==> src/rtl/lsu.sv <==
// Load/store unit: one memory transaction per load/store, byte-lane steering and load extension.
// Optional misaligned-access trap compiled in with `LSU_MISALIGN_CHECK_EN.
module lsu (
    input  logic        clk_i,
    input  logic        rst_ni,
    input  logic        core_req_i,
    input  logic        core_we_i,
    input  logic [2:0]  core_size_i,
    input  logic [31:0] core_addr_i,
    input  logic [31:0] core_wd_i,
    output logic [31:0] core_rd_o,
    output logic        core_stall_o,
    output logic        core_misalign_o,
    output logic        mem_req_o,
    output logic        mem_we_o,
    output logic [3:0]  mem_be_o,
    output logic [31:0] mem_addr_o,
    output logic [31:0] mem_wd_o,
    input  logic [31:0] mem_rd_i,
    input  logic        mem_ready_i
);

    localparam int unsigned DW = 32;
    localparam int unsigned BW = 4;

    typedef enum logic [1:0] {
        S_IDLE = 2'd0,
        S_BUSY = 2'd1,
        S_DONE = 2'd2
    } state_e;

    state_e         state_q, state_d;
    logic [DW-1:0]  rd_q, rd_d;
    logic [DW-1:0]  addr_q, addr_d;
    logic [DW-1:0]  wd_q, wd_d;
    logic [BW-1:0]  be_q, be_d;
    logic [2:0]     size_q, size_d;
    logic           we_q, we_d;
    logic           req_q, req_d;
    logic           mis_q, mis_d;

    logic [BW-1:0]  be_c;
    logic [DW-1:0]  wd_c;
    logic [DW-1:0]  load_c;
    logic [7:0]     byte_c;
    logic [15:0]    half_c;
    logic           misalign_c;

    // Byte enables and lane-replicated store data from the incoming instruction
    always_comb begin
        be_c = 4'b1111;
        wd_c = core_wd_i;
        case (core_size_i[1:0])
            2'b00: begin
                be_c = 4'b0001 << core_addr_i[1:0];
                wd_c = {4{core_wd_i[7:0]}};
            end
            2'b01: begin
                be_c = 4'b0011 << {core_addr_i[1], 1'b0};
                wd_c = {2{core_wd_i[15:0]}};
            end
            default: begin
                be_c = 4'b1111;
                wd_c = core_wd_i;
            end
        endcase
    end

`ifdef LSU_MISALIGN_CHECK_EN
    always_comb begin
        misalign_c = 1'b0;
        if (core_size_i[1:0] == 2'b01)
            misalign_c = core_addr_i[0];
        else if (core_size_i[1:0] != 2'b00)
            misalign_c = (core_addr_i[1:0] != 2'b00);
    end
`else
    assign misalign_c = 1'b0;
`endif

    // Lane extraction uses the registered address/size so it is stable through BUSY
    always_comb begin
        byte_c = mem_rd_i[7:0];
        case (addr_q[1:0])
            2'd0:    byte_c = mem_rd_i[7:0];
            2'd1:    byte_c = mem_rd_i[15:8];
            2'd2:    byte_c = mem_rd_i[23:16];
            default: byte_c = mem_rd_i[31:24];
        endcase
        half_c = addr_q[1] ? mem_rd_i[31:16] : mem_rd_i[15:0];
        case (size_q[1:0])
            2'b00:   load_c = {{24{byte_c[7] & ~size_q[2]}}, byte_c};
            2'b01:   load_c = {{16{half_c[15] & ~size_q[2]}}, half_c};
            default: load_c = mem_rd_i;
        endcase
    end

    always_comb begin
        state_d = state_q;
        rd_d    = rd_q;
        addr_d  = addr_q;
        wd_d    = wd_q;
        be_d    = be_q;
        size_d  = size_q;
        we_d    = we_q;
        req_d   = req_q;
        mis_d   = mis_q;
        case (state_q)
            S_IDLE: begin
                if (core_req_i) begin
                    addr_d = core_addr_i;
                    wd_d   = wd_c;
                    be_d   = be_c;
                    size_d = core_size_i;
                    we_d   = core_we_i;
                    if (misalign_c) begin
                        state_d = S_DONE;
                        rd_d    = '0;
                        mis_d   = 1'b1;
                        req_d   = 1'b0;
                    end else begin
                        state_d = S_BUSY;
                        req_d   = 1'b1;
                    end
                end
            end
            S_BUSY: begin
                if (mem_ready_i) begin
                    state_d = S_DONE;
                    req_d   = 1'b0;
                    if (!we_q)
                        rd_d = load_c;
                end
            end
            S_DONE: begin
                state_d = S_IDLE;
                mis_d   = 1'b0;
                req_d   = 1'b0;
            end
            default: begin
                state_d = S_IDLE;
                req_d   = 1'b0;
                mis_d   = 1'b0;
            end
        endcase
    end

    always_ff @(posedge clk_i or negedge rst_ni) begin
        if (!rst_ni) begin
            state_q <= S_IDLE;
            rd_q    <= '0;
            addr_q  <= '0;
            wd_q    <= '0;
            be_q    <= '0;
            size_q  <= '0;
            we_q    <= 1'b0;
            req_q   <= 1'b0;
            mis_q   <= 1'b0;
        end else begin
            state_q <= state_d;
            rd_q    <= rd_d;
            addr_q  <= addr_d;
            wd_q    <= wd_d;
            be_q    <= be_d;
            size_q  <= size_d;
            we_q    <= we_d;
            req_q   <= req_d;
            mis_q   <= mis_d;
        end
    end

    assign core_stall_o    = core_req_i && (state_q != S_DONE);
    assign core_rd_o       = rd_q;
    assign core_misalign_o = mis_q;
    assign mem_req_o       = req_q;
    assign mem_we_o        = we_q;
    assign mem_be_o        = be_q;
    assign mem_addr_o      = addr_q;
    assign mem_wd_o        = wd_q;

endmodule

==> config.mk <==
export PLATFORM = sky130hd
export DESIGN_NAME = lsu
export DESIGN_NICKNAME = d
export VERILOG_FILES = /design/src/rtl/lsu.sv
export SDC_FILE = /design/constraint.sdc
export NUM_CORES = 1
export LEC_CHECK = 0
export CELL_PAD_IN_SITES_DETAIL_PLACEMENT = 0
export CELL_PAD_IN_SITES_GLOBAL_PLACEMENT = 1
export CORE_UTILIZATION = 31
export CTS_CLUSTER_DIAMETER = 120
export DETAILED_ROUTE_END_ITERATION = 10
export HOLD_SLACK_MARGIN = 0.1
export PLACE_DENSITY = 0.91
export SETUP_SLACK_MARGIN = 0.1
export SYNTH_ARGS = -nofsm -noshare
export SYNTH_HDL_FRONTEND = slang
export SYNTH_SLANG_ARGS = --single-unit
==> constraint.sdc <==
create_clock -name clk_i -period 1.95 [get_ports clk_i]
set_input_delay 0.2925 -clock clk_i [delete_from_list [all_inputs] [get_ports clk_i]]
set_output_delay 0.2925 -clock clk_i [all_outputs]
set_load 0.02 [all_outputs]
==> metrics.cfg, run 1 <==
[outcome]
status = finished, final reports clean

[routing]
antenna_left = 0
vias = 4555
drt_wl_total_um = 15200
viasPerCell = 4.76
wl_per_cell_um = 15.9
drc_errors = 0
drtIter0Drc = 234
drt_first_pass_iters = 4

[timing]
worstMarginPinSlew_ns = 0.629
slew_violations = 0
setup_viol = 0
worst_hold_slack_ns = 0.456
period_minus_slack_ns = 1.73
max_clock_freq_mhz = 579
fin_crit_sh_pct = 88.5
rsz0062_at_grt = false
finClkSkew_ns = 0.00774
fin_tns_setup_ns = 0
slew_headroom_pct = 58.1
finalHoldViolCount = 0

[synth]
synth.area.mux_share_pct = 5.70
synthSimpleGateAreaFrac_pct = 17.8
syn_nets = 644
postSynthCellCount = 540
avgSynthCellArea_um2 = 9.18
ys_seq_area_share_pct = 53.5
yosys.area_share.adder_pct = 0
ys_ff_latch = 106
synth_xor_area_share_pct = 0
synth_cell_type_count = 44
synth_compound_area_share_pct = 18.7
yosys_warnings = 0
synth_top_family_by_area = compound AO/OA/AOI/OAI gates
syn-cell-area_um2 = 4960

[cts]
cts.sink_count = 106
htreeDepth = 3
root_buffer = clkbuf_16
cts_tree = yes
clockBufferDepth = 2
clkTransAtPathRegs_ns = 0.08
clock_latency_ns = 0.36
cts_made_buffers = 9

[worst_hold_path]
worstHoldPathType = primary input to register

[pwr]
power.switching_mw = 5.01
clkPwrFrac_pct = 16.2
power_density_nw_per_um2 = 1610
ir_drop_v = 0.000725
leakagePower_nw = 3.35
p_comb_share_pct = 51.3
p_int_mw = 7.35
swShare_pct = 40.5
power_frac_seq_pct = 32.5
fin_total_pwr_mw = 12.4

[floorplanning]
die_h_um = 128
initial_core_util_pct = 32.1
dieArea_um2 = 16500
coreArea_um2 = 15400
rows = 45
die_w_um = 128
boundaryPins = 208

[global_routing]
grt_pass1_vias = 4636
track_usage_pct = 19.0
gr-total-overflow = 0
antenna_found_initial = 0
grt_max_degree = 107
grt_pass1_wl_um = 24000

[setup_path]
start_kind = register
crit_family = buffers and inverters
slowest_delay_ns = 0.63
crit_fanout = 8
cp-end-kind = output pin
worstPathCellList = clkdlybuf4s50_1
crit_slowest_cell = clkdlybuf4s50_1
cp_num_buf_inv = 1
crit_type = register to output pin
required_ns = 1.66
arrival_ns = 1.43

[cells_and_area]
n_antenna_cell = 0
final_nets = 844
nFillCells = 1486
fin_area_um2 = 7660
layout_common_cells = clkdlybuf4s50_1, nand2_1, dfrtp_1
drive_above_1_share_pct = 7.79
final_common_cell = clkdlybuf4s50_1
syn_to_final_growth_pct = 54.5
post-route-util_pct = 49.7

[job]
drv_cap = 0

[placed_design]
port_buffers = 206
dpl_cell_area_um2 = 7330
dpl.hpwl_um = 10800
gp_congestion = 0.798

## worst min-delay path: cells and delay by family
kind	cells	cell delay [ns]
buffers and inverters	1	0.39
AND/OR/NAND/NOR	2	0.09
## cells in the mapped netlist (all sizes together)
cell     instances  share of area (%)
nand2          175                 13
dfrtp          106                 53
o21ai           61                6.9
a21oi           41                4.2
mux2i           26                5.2
nor2            26                2.2
buf             21                2.7
clkbuf          17                1.3
o211ai          16                2.4
a22o             7                1.2
a22oi            7                1.1
a32o             6                1.2
nand2b           4               0.50
a31oi            3               0.38
inv              3               0.23
mux2             2               0.45
nor3             2               0.53
a211o            1               0.18
a211oi           1               0.15
a21boi           1               0.15
a221oi           1               0.18
a31o             1               0.18
and2             1               0.13
and2b            1               0.15
and3b            1               0.18
clkinv           1              0.076
conb             1              0.076
nand4bb          1               0.23
nor2b            1               0.13
nor3b            1               0.25
o21bai           1               0.15
o22ai            1               0.25
or2              1               0.13
or3              1               0.13
## routing by layer
metal | part of all wire [%] | vias to the layer above | track usage (%) | wire [um]
met5 | 0 | - | 0 | 0
met4 | 1.3 | 0 | 5.67 | 190
met3 | 12 | 15 | 8.44 | 1750
met2 | 44 | 200 | 29.6 | 6740
met1 | 43 | 2101 | 23.6 | 6500
li1 | - | 2239 | - | -
## registers in the layout (all words and copies together), names as in the netlist
| signal | cells |
|---|---|
| mem_addr_o | 32 |
| core_rd_o | 32 |
| mem_we_o | 1 |
| state_q | 2 |
| mem_be_o | 4 |
| mem_wd_o | 32 |
| size_q | 3 |
## repair_timing
action | CTS | global route
setup buffers | 0 | 0
hold buffers | 1 | 0
resized for setup | 2 | 1
endpoints found under the hold margin | 106 | 0
cloned | 0 | 0
endpoints found under the setup margin | 2 | 1
## worst paths after layout
check,cells after the start,slack [ns],end,startpoint
setup / recovery,1,0.22,mem_addr_o[1],mem_addr_o[1]
hold / removal,3,0.46,mem_addr_o[17],core_addr_i[17]
setup reg to reg,5,0.27,core_rd_o[19],size_q[0]
hold reg to reg,2,0.47,mem_addr_o[16],mem_addr_o[16]
max in group asynchronous,3,0.91,core_rd_o[13],rst_ni
min in group asynchronous,3,0.51,core_rd_o[0],rst_ni
## power by group through the flow
stage	Clock (mW)	Combinational [mW]	Sequential (mW)
finish	2.00	6.34	4.02
global route	2.15	6.86	4.18
CTS	2.07	6.41	4.02
detailed placement	0	6.40	4.05
global placement	0	6.33	4.02
floorplan	0	2.17	5.16
## cell families (layout without fill, tap and decap cells)
kind of cell / after synthesis / in the layout
mux: 28 / 28
simple gates: 215 / 215
compound gates: 148 / 148
buf+inv: 42 / 247
flops: 106 / 106
other cells: 1 / 1
## cell type report
type / instances / area (um2) / share of cell area, %
Tap cell: 211 / 264 / 3.45
Timing Repair Buffer: 227 / 2300 / 30.1
Inverter: 4 / 15.0 / 0.196
Sequential cell: 106 / 2650 / 34.6
Multi-Input combinational cell: 392 / 2100 / 27.4
Clock buffer: 9 / 225 / 2.94
Clock inverter: 7 / 101 / 1.32
## per-stage QoR
step	setup slack, ns	cells
after global routing	0.141	956
final	0.224	956
after CTS	0.118	956
after detailed placement	0.0673	939
after global placement	0.0996	939
after floorplan	0.353	540
(Power assumes the default switching activity.)
==> run 2: changes to the inputs <==
- CORE_UTILIZATION: 31 -> 30
- GPL_ROUTABILITY_DRIVEN: default -> 0
- PLACE_DENSITY: 0.91 -> 0.89
==> run 2 against run 1 <==
Compared with the run above: sequential share of layout area is 0.096 points lower; clock power about the same; die area grew 3.3%; register-to-register slack gained 0.08 ns; wire length is 2.0% higher; largest cell class unchanged.
==> metrics.cfg, run 2 (synthesis gave the netlist of run 1 again) <==
[outcome]
status = finished, final reports clean

[routing]
drtIter0Drc = 296
drt_wl_total_um = 15500
viasPerCell = 4.79
antenna_left = 0
drt_first_pass_iters = 4
vias = 4611
wl_per_cell_um = 16.1
drc_errors = 0

[timing]
fin_crit_sh_pct = 88.9
slew_violations = 0
fin_tns_setup_ns = 0
setup_viol = 0
finalHoldViolCount = 0
worst_hold_slack_ns = 0.456
period_minus_slack_ns = 1.73
max_clock_freq_mhz = 577
finClkSkew_ns = 0.00578
rsz0062_at_grt = false

[pwr]
fin_total_pwr_mw = 12.4
power_density_nw_per_um2 = 1610
leakagePower_nw = 3.35
ir_drop_v = 0.000672

[setup_path]
cp-end-kind = output pin
crit_slowest_cell = clkdlybuf4s50_1
required_ns = 1.66
crit_family = buffers and inverters
cp_num_buf_inv = 1
crit_fanout = 8
slowest_delay_ns = 0.64
start_kind = register
crit_type = register to output pin
arrival_ns = 1.44
worstPathCellList = clkdlybuf4s50_1

[cells_and_area]
syn_to_final_growth_pct = 54.9
layout_common_cells = clkdlybuf4s50_1, nand2_1, dfrtp_1
post-route-util_pct = 48.0
fin_area_um2 = 7680
drive_above_1_share_pct = 7.91
final_common_cell = clkdlybuf4s50_1
final_nets = 846
n_antenna_cell = 0

[floorplanning]
coreArea_um2 = 16000
rows = 46
initial_core_util_pct = 31.0
die_h_um = 131
die_w_um = 131
boundaryPins = 208
dieArea_um2 = 17000

[cts]
cts_made_buffers = 9
htreeDepth = 3
root_buffer = clkbuf_16
cts.sink_count = 106
clkTransAtPathRegs_ns = 0.08
clockBufferDepth = 2
cts_tree = yes
cts_setup_buffers = 0
clock_latency_ns = 0.35

[worst_hold_path]
worstHoldPathType = primary input to register

[job]
drv_cap = 0

[global_routing]
gr-total-overflow = 0
track_usage_pct = 18.3
grt_pass1_vias = 4451
antenna_found_initial = 0
grt_max_degree = 77
grt_pass1_wl_um = 23500

[placed_design]
port_buffers = 206
dpl.hpwl_um = 11200
dpl_cell_area_um2 = 7350

==> run 2: worst min-delay path: stages <==
cell and delay, ns:
clkdlybuf4s50_1 0.39, nand2_1 0.05, nand2_1 0.04
==> run 2: power by group <==
part	internal (mW)	switching (mW)	total, mW
Clock	1.17	0.853	2.02
Combinational	2.95	3.40	6.34
Sequential	3.26	0.750	4.01
Total	7.37	5.00	12.4
==> run 2: final timing paths <==
kind                                  from        endpoint  slack [ns]  depth (start not counted)
min in group asynchronous           rst_ni   core_rd_o[16]        0.47                          2
max in group asynchronous           rst_ni   mem_addr_o[1]        0.88                          3
setup reg to reg                state_q[1]   core_rd_o[16]        0.35                          6
hold reg to reg             mem_addr_o[19]  mem_addr_o[19]        0.47                          2
hold / removal             core_addr_i[16]  mem_addr_o[16]        0.46                          3
setup / recovery             mem_addr_o[1]   mem_addr_o[1]        0.22                          1
==> run 2: area by class of cell <==
| class | count | area, um2 |
|---|---|---|
| flip-flops and latches | 106 | 2650 |
| repair buffers | 229 | 2320 |
| inverters | 4 | 15.0 |
| well taps | 216 | 270 |
| multi-input cells | 392 | 2100 |
| clock buffers | 10 | 239 |
| fillers | 1589 | 8320 |
| clock inverters | 5 | 87.6 |
==> run 2: per-layer routing <==
metal / GRT usage, % / routed length (um) / vias to the layer above / part of all wire, %
met5: 0 / 0 / - / 0
li1: - / - / 2241 / -
met2: 28.9 / 6980 / 201 / 45
met4: 6.63 / 259 / 0 / 1.7
met1: 23.2 / 6730 / 2154 / 43
met3: 6.03 / 1520 / 15 / 9.8
==> run 2: stage by stage <==
stage               cells  worst slack, ns
floorplan             540            0.353
global placement      946           0.0915
detailed placement    946           0.0229
CTS                   962            0.120
global route          962            0.186
finish                962            0.216
==> run 2: timing repair <==
action | CTS | global route
endpoints found under the setup margin | 2 | 1
gates resized for setup | 2 | 1
hold buffers | 1 | 0
hold endpoints to repair | 30 | 0
==> run 3: changes to the inputs <==
- RECOVER_POWER: default -> 100
- TNS_END_PERCENT: default -> 50
==> run 3 against run 2 <==
Compared with the run above: non-clock buffer count did not move; count of clock-buffer cells in the layout did not move; wire length grew 0.50%; die area is the same; global-route usage unchanged; clock power is essentially flat; setup slack lost 0.10 ns; hold slack about the same; sequential power fell by 1%; sequential cell count unchanged; critical path depth did not move; cell area fell by 1.1%; critical endpoint unchanged; highest routed layer unchanged.
==> metrics.cfg, run 3 (synthesis gave the netlist of run 1 again) <==
[pwr]
power_density_nw_per_um2 = 1550
ir_drop_v = 0.000638
leakagePower_nw = 3.41

[cells_and_area]
layout_common_cells = nand2_1, dfrtp_1, dlygate4sd3_1, clkdlybuf4s50_1, o21ai_0
drive_above_1_share_pct = 6.17
final_nets = 846
final_common_cell = nand2_1
syn_to_final_growth_pct = 53.3
n_antenna_cell = 0
nFillCells = 1603

[setup_path]
start_kind = register
crit_family = buffers and inverters
crit_fanout = 8
crit_type = register to output pin
cp-end-kind = output pin
crit_slowest_cell = clkdlybuf4s50_1
slowest_delay_ns = 0.67
required_ns = 1.66
cp_num_buf_inv = 1
arrival_ns = 1.54
worstPathCellList = clkdlybuf4s50_1

[global_routing]
track_usage_pct = 18.3
grt_pass1_wl_um = 23500
grt_pass1_vias = 4451
gr-total-overflow = 0
antenna_found_initial = 0
grt_max_degree = 77

[timing]
worstMarginPinSlew_ns = 0.935
slew_headroom_pct = 37.6
slew_violations = 0
finalHoldViolCount = 0
max_clock_freq_mhz = 545
period_minus_slack_ns = 1.83
setup_viol = 0
worst_hold_slack_ns = 0.455
fin_crit_sh_pct = 94.1
finClkSkew_ns = 0.00597
rsz0062_at_grt = true
fin_tns_setup_ns = 0

[floorplanning]
boundaryPins = 208
die_h_um = 131
dieArea_um2 = 17000
die_w_um = 131
initial_core_util_pct = 31.0
coreArea_um2 = 16000
rows = 46

[cts]
clock_latency_ns = 0.35
cts_tree = yes
cts_setup_buffers = 0
htreeDepth = 3
cts_made_buffers = 9
root_buffer = clkbuf_16
cts.sink_count = 106
clockBufferDepth = 2
clkTransAtPathRegs_ns = 0.08

[routing]
wl_per_cell_um = 16.2
drt_wl_total_um = 15600
drc_errors = 0
drtIter0Drc = 283
viasPerCell = 4.79
antenna_left = 0
vias = 4612
drt_first_pass_iters = 4

[outcome]
status = finished, final reports clean

[placed_design]
port_buffers = 206
dpl.hpwl_um = 11200

[worst_hold_path]
worstHoldPathType = primary input to register

[job]
drv_cap = 0

[run 3: cell types whose count changed in the layout (fill, tap and decap cells not counted), moves of 2 or more]
| cell | previous run | this run |
|---|---|---|
| clkbuf_4 | 0 | 2 |
| o21ai_2 | 10 | 1 |
| clkdlybuf4s50_1 | 203 | 102 |
| o21ai_0 | 45 | 60 |
| buf_12 | 7 | 5 |
| clkbuf_1 | 0 | 3 |
| dlygate4sd3_1 | 1 | 102 |
| buf_4 | 16 | 13 |
| o21ai_1 | 6 | 0 |
[run 3: power by group]
group          internal [mW]  total, mW  switching, mW
Combinational           2.48       5.82           3.34
Clock                   1.17       2.03          0.860
Sequential              3.26       3.96          0.707
[run 3: metrics by stage]
stage / std cells / utilization (%) / setup slack (ns) / power [mW] / instance area, um2
global route: 962 / 47.5 / 0.0817 / 12.6 / 7600
CTS: 962 / 48.0 / 0.0587 / 12.5 / 7680
detailed placement: 946 / 45.9 / 0.0229 / 10.4 / 7350
finish: 962 / 47.5 / 0.115 / 11.8 / 7600
floorplan: 540 / - / 0.353 / 7.33 / 4960
global placement: 946 / 45.9 / 0.0915 / 10.3 / 7350
[run 3: layout make-up]
class	instances	area [um2]	area share, %
clock inverter	5	87.6	1.15
inverter	4	15.0	0.198
multi-input combinational	392	2060	27.1
sequential	106	2650	34.9
timing repair buffer	229	2280	30.0
tap	216	270	3.56
clock buffer	10	239	3.14
[run 3: routing by layer]
metal	up-vias	global-route usage (%)	share of wire, %
met3	15	6.03	9.7
li1	2242	-	-
met1	2153	23.2	44
met4	0	6.63	1.6
met2	202	28.9	45
met5	-	0	0
[run 3: path summary, 6_finish.rpt]
check,startpoint,end,slack [ns],cells past startpoint
setup / recovery,mem_addr_o[1],mem_addr_o[1],0.12,1
hold / removal,core_addr_i[16],mem_addr_o[16],0.46,3
setup reg to reg,size_q[0],core_rd_o[29],0.25,5
hold reg to reg,mem_addr_o[19],mem_addr_o[19],0.47,2
max in group asynchronous,rst_ni,mem_wd_o[5],0.57,3
min in group asynchronous,rst_ni,mem_wd_o[26],0.65,2
[run 3: worst min-delay path, stage by stage]
cell and delay (ns):
clkdlybuf4s50_1 0.39, nand2_1 0.05, nand2_1 0.04
[run 3: repair_timing]
action / in CTS / in global routing
endpoints found under the hold margin: 30 / 0
gates resized for setup: 1 / 1
setup endpoints to repair: 2 / 2
hold buffers: 1 / 0
